[config.mk]
export PLATFORM = sky130hd
export DESIGN_NAME = io_port_ctrl
export DESIGN_NICKNAME = d
export VERILOG_FILES = /design/src/rtl/io_port_pkg.sv /design/src/rtl/io_tx_fifo.sv /design/src/rtl/io_port_ctrl.sv
export SDC_FILE = /design/constraint.sdc
export NUM_CORES = 1
export LEC_CHECK = 0
export CAP_MARGIN = 20
export CELL_PAD_IN_SITES_DETAIL_PLACEMENT = 1
export CELL_PAD_IN_SITES_GLOBAL_PLACEMENT = 2
export CORE_MARGIN = 5
export CORE_UTILIZATION = 43
export CTS_BUF_LIST = sky130_fd_sc_hd__clkbuf_4 sky130_fd_sc_hd__clkbuf_8 sky130_fd_sc_hd__clkbuf_16
export DETAILED_ROUTE_END_ITERATION = 12
export PLACE_DENSITY = 0.87
export SYNTH_ARGS = -nofsm -noshare
export SYNTH_HDL_FRONTEND = slang
export SYNTH_HIERARCHICAL = 1
export SYNTH_SLANG_ARGS = --single-unit
[constraint.sdc]
create_clock -name clk100 -period 7.75 [get_ports clk100]
set_input_delay 1.55 -clock clk100 [delete_from_list [all_inputs] [get_ports clk100]]
set_output_delay 1.55 -clock clk100 [all_outputs]
set_load 0.02 [all_outputs]
[src/rtl/io_port_pkg.sv]
// io_port_pkg: shared constants for the IO-bus to UART bridge.
//   Port IDs, read-back encodings for status ports and bit positions
//   within the error-flag register.
package io_port_pkg;

  localparam logic [7:0] PORT_DATA   = 8'h01;
  localparam logic [7:0] PORT_RXSTAT = 8'h02;
  localparam logic [7:0] PORT_TXSTAT = 8'h03;
  localparam logic [7:0] PORT_ERR    = 8'h04;
  localparam logic [7:0] PORT_CTRL   = 8'h05;

  localparam logic [7:0] STAT_TRUE  = 8'hFF;
  localparam logic [7:0] STAT_FALSE = 8'h00;
  localparam logic [7:0] UNMAPPED   = 8'hFF;

  localparam int unsigned ERR_RXOVR  = 0;
  localparam int unsigned ERR_TXDROP = 1;

  // Status ports report a condition as all-ones / all-zeros.
  function automatic logic [7:0] stat_byte(input logic cond);
    return cond ? STAT_TRUE : STAT_FALSE;
  endfunction

endpackage

[src/rtl/io_tx_fifo.sv]
// io_tx_fifo: synchronous byte FIFO feeding the UART transmitter.
//   clk_i    clock
//   rst_i    synchronous active-high reset (pointers/count cleared)
//   push_i   write data_i this cycle (accepted if not full or popping)
//   data_i   byte to push
//   pop_i    request removal of head (ignored while empty)
//   data_o   head entry, 0x00 while empty
//   empty_o  FIFO holds no bytes
//   drop_o   push requested but rejected this cycle
//   count_o  occupancy, 0..Depth
module io_tx_fifo #(
  parameter int unsigned Depth = 8
) (
  input  logic                   clk_i,
  input  logic                   rst_i,
  input  logic                   push_i,
  input  logic [7:0]             data_i,
  input  logic                   pop_i,
  output logic [7:0]             data_o,
  output logic                   empty_o,
  output logic                   drop_o,
  output logic [$clog2(Depth):0] count_o
);

  localparam int unsigned PtrW = $clog2(Depth);
  localparam int unsigned CntW = PtrW + 1;

  logic [7:0]      mem_q [Depth];
  logic [PtrW-1:0] wr_ptr_q, wr_ptr_d;
  logic [PtrW-1:0] rd_ptr_q, rd_ptr_d;
  logic [CntW-1:0] count_q, count_d;
  logic            full, pop_en, push_en;

  assign full    = (count_q == CntW'(Depth));
  assign empty_o = (count_q == '0);
  assign pop_en  = pop_i && !empty_o;
  // A pop in the same cycle frees the slot a full FIFO needs.
  assign push_en = push_i && (!full || pop_en);
  assign drop_o  = push_i && !push_en;
  assign count_o = count_q;
  assign data_o  = empty_o ? 8'h00 : mem_q[rd_ptr_q];

  always_comb begin
    wr_ptr_d = wr_ptr_q;
    rd_ptr_d = rd_ptr_q;
    count_d  = count_q;
    // Depth is a power of two, so pointer overflow is the modulo wrap.
    if (push_en) wr_ptr_d = wr_ptr_q + PtrW'(1);
    if (pop_en)  rd_ptr_d = rd_ptr_q + PtrW'(1);
    unique case ({push_en, pop_en})
      2'b10:   count_d = count_q + CntW'(1);
      2'b01:   count_d = count_q - CntW'(1);
      default: count_d = count_q;
    endcase
  end

  always_ff @(posedge clk_i) begin
    if (rst_i) begin
      wr_ptr_q <= '0;
      rd_ptr_q <= '0;
      count_q  <= '0;
    end else begin
      wr_ptr_q <= wr_ptr_d;
      rd_ptr_q <= rd_ptr_d;
      count_q  <= count_d;
    end
  end

  // Storage needs no reset: data_o is masked while empty.
  always_ff @(posedge clk_i) begin
    if (push_en) mem_q[wr_ptr_q] <= data_i;
  end

endmodule

[src/rtl/io_port_ctrl.sv]
// io_port_ctrl: bridges the processor IO bus to a UART byte interface.
//   clk100/reset      clock, synchronous active-high reset
//   IO_port_ID        port address (0x01 data, 0x02 RX status,
//                     0x03 TX status, 0x04 error flags)
//   IO_write_data/IO_write_strobe, IO_read_strobe: processor access
//   IO_read_data      registered read data, held until next read
//   tx_data/tx_valid/tx_ready   TX FIFO head towards the UART
//   rx_data/rx_valid            received byte pulse from the UART
// Build option IO_LOOPBACK_EN adds control port 0x05 (bit0 = loopback),
// which routes the TX FIFO internally into the RX holding register.
module io_port_ctrl
  import io_port_pkg::*;
#(
  parameter int unsigned TX_DEPTH = 8
) (
  input  logic       clk100,
  input  logic       reset,
  input  logic [7:0] IO_port_ID,
  input  logic [7:0] IO_write_data,
  input  logic       IO_write_strobe,
  input  logic       IO_read_strobe,
  output logic [7:0] IO_read_data,
  output logic [7:0] tx_data,
  output logic       tx_valid,
  input  logic       tx_ready,
  input  logic [7:0] rx_data,
  input  logic       rx_valid
);

  localparam int unsigned CNT_W = $clog2(TX_DEPTH) + 1;

  logic             wr_q, rd_q, wr_evt, rd_evt;
  logic [7:0]       rd_data_q, rd_data_d;
  logic             rx_present_q, rx_present_d;
  logic [7:0]       rx_hold_q, rx_hold_d;
  logic             tx_drop_q, tx_drop_d;
  logic             rx_overrun_q, rx_overrun_d;
  logic [7:0]       err_flags;
  logic             rx_in_valid;
  logic [7:0]       rx_in_data;
  logic             data_rd, err_clr;
  logic             fifo_push, fifo_pop, fifo_empty, fifo_drop, tx_full;
  logic [7:0]       fifo_head;
  logic [CNT_W-1:0] fifo_count;

  // Rising-edge qualification: a held strobe acts once.
  assign wr_evt = IO_write_strobe && !wr_q;
  assign rd_evt = IO_read_strobe && !rd_q;

  assign data_rd   = rd_evt && (IO_port_ID == PORT_DATA);
  assign err_clr   = (rd_evt || wr_evt) && (IO_port_ID == PORT_ERR);
  assign fifo_push = wr_evt && (IO_port_ID == PORT_DATA);
  assign tx_full   = (fifo_count == CNT_W'(TX_DEPTH));
  assign tx_data   = fifo_head;

  io_tx_fifo #(
    .Depth (TX_DEPTH)
  ) u_tx_fifo (
    .clk_i   (clk100),
    .rst_i   (reset),
    .push_i  (fifo_push),
    .data_i  (IO_write_data),
    .pop_i   (fifo_pop),
    .data_o  (fifo_head),
    .empty_o (fifo_empty),
    .drop_o  (fifo_drop),
    .count_o (fifo_count)
  );

`ifdef IO_LOOPBACK_EN
  logic loopback_q, loopback_d;

  always_comb begin
    loopback_d = loopback_q;
    if (wr_evt && (IO_port_ID == PORT_CTRL)) loopback_d = IO_write_data[0];
  end

  always_ff @(posedge clk100) begin
    if (reset) loopback_q <= 1'b0;
    else       loopback_q <= loopback_d;
  end

  // In loopback the UART is cut off and the FIFO drains into RX each cycle.
  assign tx_valid    = !fifo_empty && !loopback_q;
  assign fifo_pop    = loopback_q ? !fifo_empty : (tx_valid && tx_ready);
  assign rx_in_valid = loopback_q ? !fifo_empty : rx_valid;
  assign rx_in_data  = loopback_q ? fifo_head : rx_data;
`else
  assign tx_valid    = !fifo_empty;
  assign fifo_pop    = tx_valid && tx_ready;
  assign rx_in_valid = rx_valid;
  assign rx_in_data  = rx_data;
`endif

  always_comb begin
    err_flags             = 8'h00;
    err_flags[ERR_RXOVR]  = rx_overrun_q;
    err_flags[ERR_TXDROP] = tx_drop_q;
  end

  // Read mux, sampled into rd_data_q on the qualified read edge.
  always_comb begin
    rd_data_d = rd_data_q;
    if (rd_evt) begin
      case (IO_port_ID)
        PORT_DATA:   rd_data_d = rx_hold_q;
        PORT_RXSTAT: rd_data_d = stat_byte(rx_present_q);
        PORT_TXSTAT: rd_data_d = stat_byte(tx_full);
        PORT_ERR:    rd_data_d = err_flags;
`ifdef IO_LOOPBACK_EN
        PORT_CTRL:   rd_data_d = {7'b0, loopback_q};
`endif
        default:     rd_data_d = UNMAPPED;
      endcase
    end
  end

  // RX holding register and sticky flags; a set event beats a clear.
  always_comb begin
    rx_hold_d    = rx_hold_q;
    rx_present_d = rx_present_q;
    if (rx_in_valid) begin
      rx_hold_d    = rx_in_data;
      rx_present_d = 1'b1;
    end else if (data_rd) begin
      rx_present_d = 1'b0;
    end
    rx_overrun_d = (rx_overrun_q && !err_clr) || (rx_in_valid && rx_present_q && !data_rd);
    tx_drop_d    = (tx_drop_q && !err_clr) || fifo_drop;
  end

  always_ff @(posedge clk100) begin
    if (reset) begin
      wr_q         <= 1'b0;
      rd_q         <= 1'b0;
      rd_data_q    <= 8'h00;
      rx_present_q <= 1'b0;
      rx_hold_q    <= 8'h00;
      tx_drop_q    <= 1'b0;
      rx_overrun_q <= 1'b0;
    end else begin
      wr_q         <= IO_write_strobe;
      rd_q         <= IO_read_strobe;
      rd_data_q    <= rd_data_d;
      rx_present_q <= rx_present_d;
      rx_hold_q    <= rx_hold_d;
      tx_drop_q    <= tx_drop_d;
      rx_overrun_q <= rx_overrun_d;
    end
  end

  assign IO_read_data = rd_data_q;

endmodule
==> metrics.log <==
INFO  metric grt_setup_unrepaired = no
INFO  metric cts.hold.buffers_added = 0
INFO  metric floorplan.initialDensity = 44.5%
INFO  metric detailroute.via_count = 2457
INFO  metric outcome = completed
INFO  metric synthArstFlopShare = 0%
INFO  metric dominantRegCellSynth = sky130_fd_sc_hd__edfxtp_1
INFO  metric worstPathCellList = clkdlybuf4s50_1 -> nor4_4 -> and3_1 -> and2_2 -> o21ai_4 -> or2_1 -> nor3_1 -> clkbuf_2
INFO  metric max_cap_viol_count = 0
INFO  metric hp-class = flop to flop
INFO  metric yosys_register_bits = 98
INFO  metric clkSinkCount = 98
INFO  metric critPathCaptureType = flop
INFO  metric p_leak = 0.00162 uW
INFO  metric grt.total_usage = 16.0%
INFO  metric grt_pass1_wl = 14100 microns
INFO  metric timing.reg2reg.worst_path_depth = 10
INFO  metric timing.fmax = 0.232 GHz
INFO  metric clk_latency = 0.37 ns
INFO  metric max_slew_margin = 32.3%
INFO  metric fillCellCount = 936
INFO  metric finalCritPeriodShare = 55.6%
INFO  metric io_pins = 47
INFO  metric detail_route.wirelength = 8670 microns
INFO  metric post_cts_sizing_count = 0
INFO  metric slowest_library_cell_on_the_worst_path = sky130_fd_sc_hd__nor3_1
INFO  metric dp.final_hpwl = 6060 microns
INFO  metric worstHoldPathCells = 2
INFO  metric cts_buffers = 9
INFO  metric grt_antenna_before_repair = 0
INFO  metric sequential_element_share_of_the_synthesized_area = 63.0%
INFO  metric peakVddDrop = 0.0854 mV
INFO  metric syn_area_per_cell = 14.7 sq um
INFO  metric drtIter0Drc = 64
INFO  metric num_antenna_cells = 0
INFO  metric tns = 0 ns
INFO  metric kind_of_critical_path = primary input to flop
INFO  metric synth.net_count = 317
INFO  metric globalRouteOverflowTotal = 0
INFO  metric post-route-min-period = 4.31 ns
INFO  metric yosysUniqueCellTypes = 50
INFO  metric routabilityCongestion = 0.716
INFO  metric cp_max_fo = 7
INFO  metric postCtsSetupBuffers = 0
INFO  metric mappedNetlistArea = 4130 sq um
INFO  metric final_net_count = 364
INFO  metric core_region_area = 9280 sq um
INFO  metric setup_viol = 0
INFO  metric synth_cells = 282
INFO  metric final.setup.worst_slack = 3.44 ns
INFO  metric avgViaCountPerCell = 5.31
INFO  metric die-width = 108 microns
INFO  metric clock-skew-final = 0.0145 ns
INFO  metric power_per_cell_area = 196 nW/um^2
INFO  metric total_power = 973 uW
INFO  metric final-seq-area = 2600 sq um
INFO  metric yosys.area.top_type = sky130_fd_sc_hd__edfxtp_1
INFO  metric cts-root-buf = sky130_fd_sc_hd__clkbuf_8
INFO  metric worstPathArrival = 4.38 ns
INFO  metric grt_max_degree = 34
INFO  metric dieHeight = 108 microns
INFO  metric grt_pass1_vias = 2666
INFO  metric clk_pin_slew_worst_paths = 0.10 ns
INFO  metric wl_per_cell = 18.7 microns
INFO  metric cp_slowest_stage_delay = 0.59 ns
INFO  metric worstMarginPinSlew = 1.01 ns
INFO  metric finalHoldViolations = 0
INFO  metric drt_first_pass_iters = 4
INFO  metric floorplan.die_area = 11700 sq um
INFO  metric tritoncts = built
INFO  metric cts-root-to-sink-buffers = 2
INFO  metric total_area_of_multi_input_combinational_cells = 1430 sq um
INFO  metric synth-edff-count = 64
INFO  metric synthMostInstantiatedCell = sky130_fd_sc_hd__edfxtp_1
INFO  metric synth_top_area_share = 46.5%
INFO  metric slew_violations = 0
INFO  metric post_synth_main_area_contributors = sky130_fd_sc_hd__edfxtp_1 47%, sky130_fd_sc_hd__dfxtp_1 16%, sky130_fd_sc_hd__mux4_2 8.7%
INFO  metric setup.worst_path.start_class = primary input
INFO  metric critical_path_required = 7.82 ns
INFO  metric place.port_buffers = 46
INFO  metric layout-drive-gt1-share = 16.5%
INFO  metric cts.htree.levels = 3
INFO  metric num_rows = 35
INFO  metric route.antenna.remaining_nets = 0
INFO  metric yosys-top-cells-count = 64 x sky130_fd_sc_hd__edfxtp_1, 40 x sky130_fd_sc_hd__nor2_1, 34 x sky130_fd_sc_hd__dfxtp_1, 19 x sky130_fd_sc_hd__mux2i_1, 16 x sky130_fd_sc_hd__mux4_2
INFO  metric area.growth.synth_to_final = 20.0%
INFO  metric drc = 0
INFO  metric yosys_warnings = 6
INFO  metric pre_cts_slack = 2.88 ns
-- worst max-delay path, delay by kind of cell --
kind / cells / cell delay [ns]
compound gates: 1 / 0.13
simple gates: 5 / 1.92
buf+inv: 2 / 0.76
-- final cells by class --
| cell class | instances | area share [%] |
|---|---|---|
| Sequential cell | 98 | 52.5 |
| Multi-Input combinational cell | 161 | 28.9 |
| Timing Repair Buffer | 50 | 10.2 |
| Tap cell | 129 | 3.25 |
| Clock buffer | 9 | 2.50 |
| Clock inverter | 7 | 1.97 |
| Inverter | 9 | 0.681 |
-- final timing paths --
path | start | endpoint | slack, ns
worst min register to register | rx_hold_q[6]$_SDFFE_PP0P_ | IO_read_data[6]$_SDFFE_PP0P_ | 0.48
worst max register to register | u_tx_fifo/count_o[1]$_SDFFE_PP0P_ | u_tx_fifo/count_o[3]$_SDFFE_PP0P_ | 4.52
worst min-delay path | rx_hold_q[6]$_SDFFE_PP0P_ | IO_read_data[6]$_SDFFE_PP0P_ | 0.48
worst max-delay path | IO_port_ID[1] | u_tx_fifo/mem_q[4][4]$_DFFE_PP_ | 3.44
-- sequential cells by signal, summed over array words and instances, names as in the netlist, named ones only --
signal,cells
u_tx_fifo/mem_q,64
IO_read_data,8
rx_hold_q,8
u_tx_fifo/count_o,4
u_tx_fifo/rd_ptr_q,3
u_tx_fifo/wr_ptr_q,3
rd_q,1
rx_overrun_q,1
rx_present_q,1
tx_drop_q,1
wr_q,1
-- cell families after synthesis --
family                     Yosys count  synth area share [%]
AOI/OAI and AO/OA                   29                  7.08
xor gates and xnor gates             7                  1.48
adders and majority gates            5                  1.70
buffers and inverters               23                  2.72
DFF                                 98                  63.0
muxes                               35                  13.3
and+or+nand+nor                     85                  10.7
-- per-stage QoR --
step / instances / utilization (%) / hold WS, ns / cell area [sq um]
3_3_place_gp: 445 / 50.7 / 0.472 / 4710
6_report: 463 / 53.4 / 0.484 / 4960
4_1_cts: 462 / 53.4 / 0.489 / 4950
5_1_grt: 463 / 53.4 / 0.513 / 4960
3_5_place_dp: 446 / 51.0 / 0.474 / 4730
2_1_floorplan: 282 / - / 0.451 / 4130
-- cell usage in the layout (no fill, tap or decap), types with 3 or more instances in the layout --
master / Yosys / routed
sky130_fd_sc_hd__mux2i_1: 19 / 19
sky130_fd_sc_hd__nand3b_1: 3 / 3
sky130_fd_sc_hd__a211oi_1: 4 / 4
sky130_fd_sc_hd__nor3_2: 0 / 3
sky130_fd_sc_hd__nand2b_1: 3 / 3
sky130_fd_sc_hd__nand3_1: 5 / 5
sky130_fd_sc_hd__inv_8: 0 / 3
sky130_fd_sc_hd__nor2_1: 40 / 40
sky130_fd_sc_hd__mux4_2: 16 / 16
sky130_fd_sc_hd__ha_1: 4 / 4
sky130_fd_sc_hd__nor3_1: 7 / 4
sky130_fd_sc_hd__nand2_1: 8 / 8
sky130_fd_sc_hd__a21oi_1: 3 / 3
sky130_fd_sc_hd__dfxtp_1: 34 / 34
sky130_fd_sc_hd__clkdlybuf4s50_1: 0 / 46
sky130_fd_sc_hd__xnor2_1: 4 / 4
sky130_fd_sc_hd__a211oi_2: 6 / 6
sky130_fd_sc_hd__xor2_1: 3 / 3
sky130_fd_sc_hd__edfxtp_1: 64 / 64
sky130_fd_sc_hd__inv_1: 9 / 9
sky130_fd_sc_hd__clkbuf_8: 0 / 9
sky130_fd_sc_hd__nor2b_1: 8 / 8
-- power by group --
part	total, uW	switching [uW]	leakage [uW]	internal, uW
registers	566	3.79	0.000854	562
clock network	356	196	0.000112	160
logic	51.1	24.8	0.000650	26.3
-- layer usage --
layer | vias to the layer above | global-route usage (%) | share of wire (%)
met4 | 0 | 5.23 | 1.6
li1 | 1152 | - | -
met5 | - | 0 | 0
met2 | 47 | 29.2 | 53
met1 | 1246 | 18.7 | 41
met3 | 12 | 3.34 | 3.7
(Power assumes the default switching activity.)
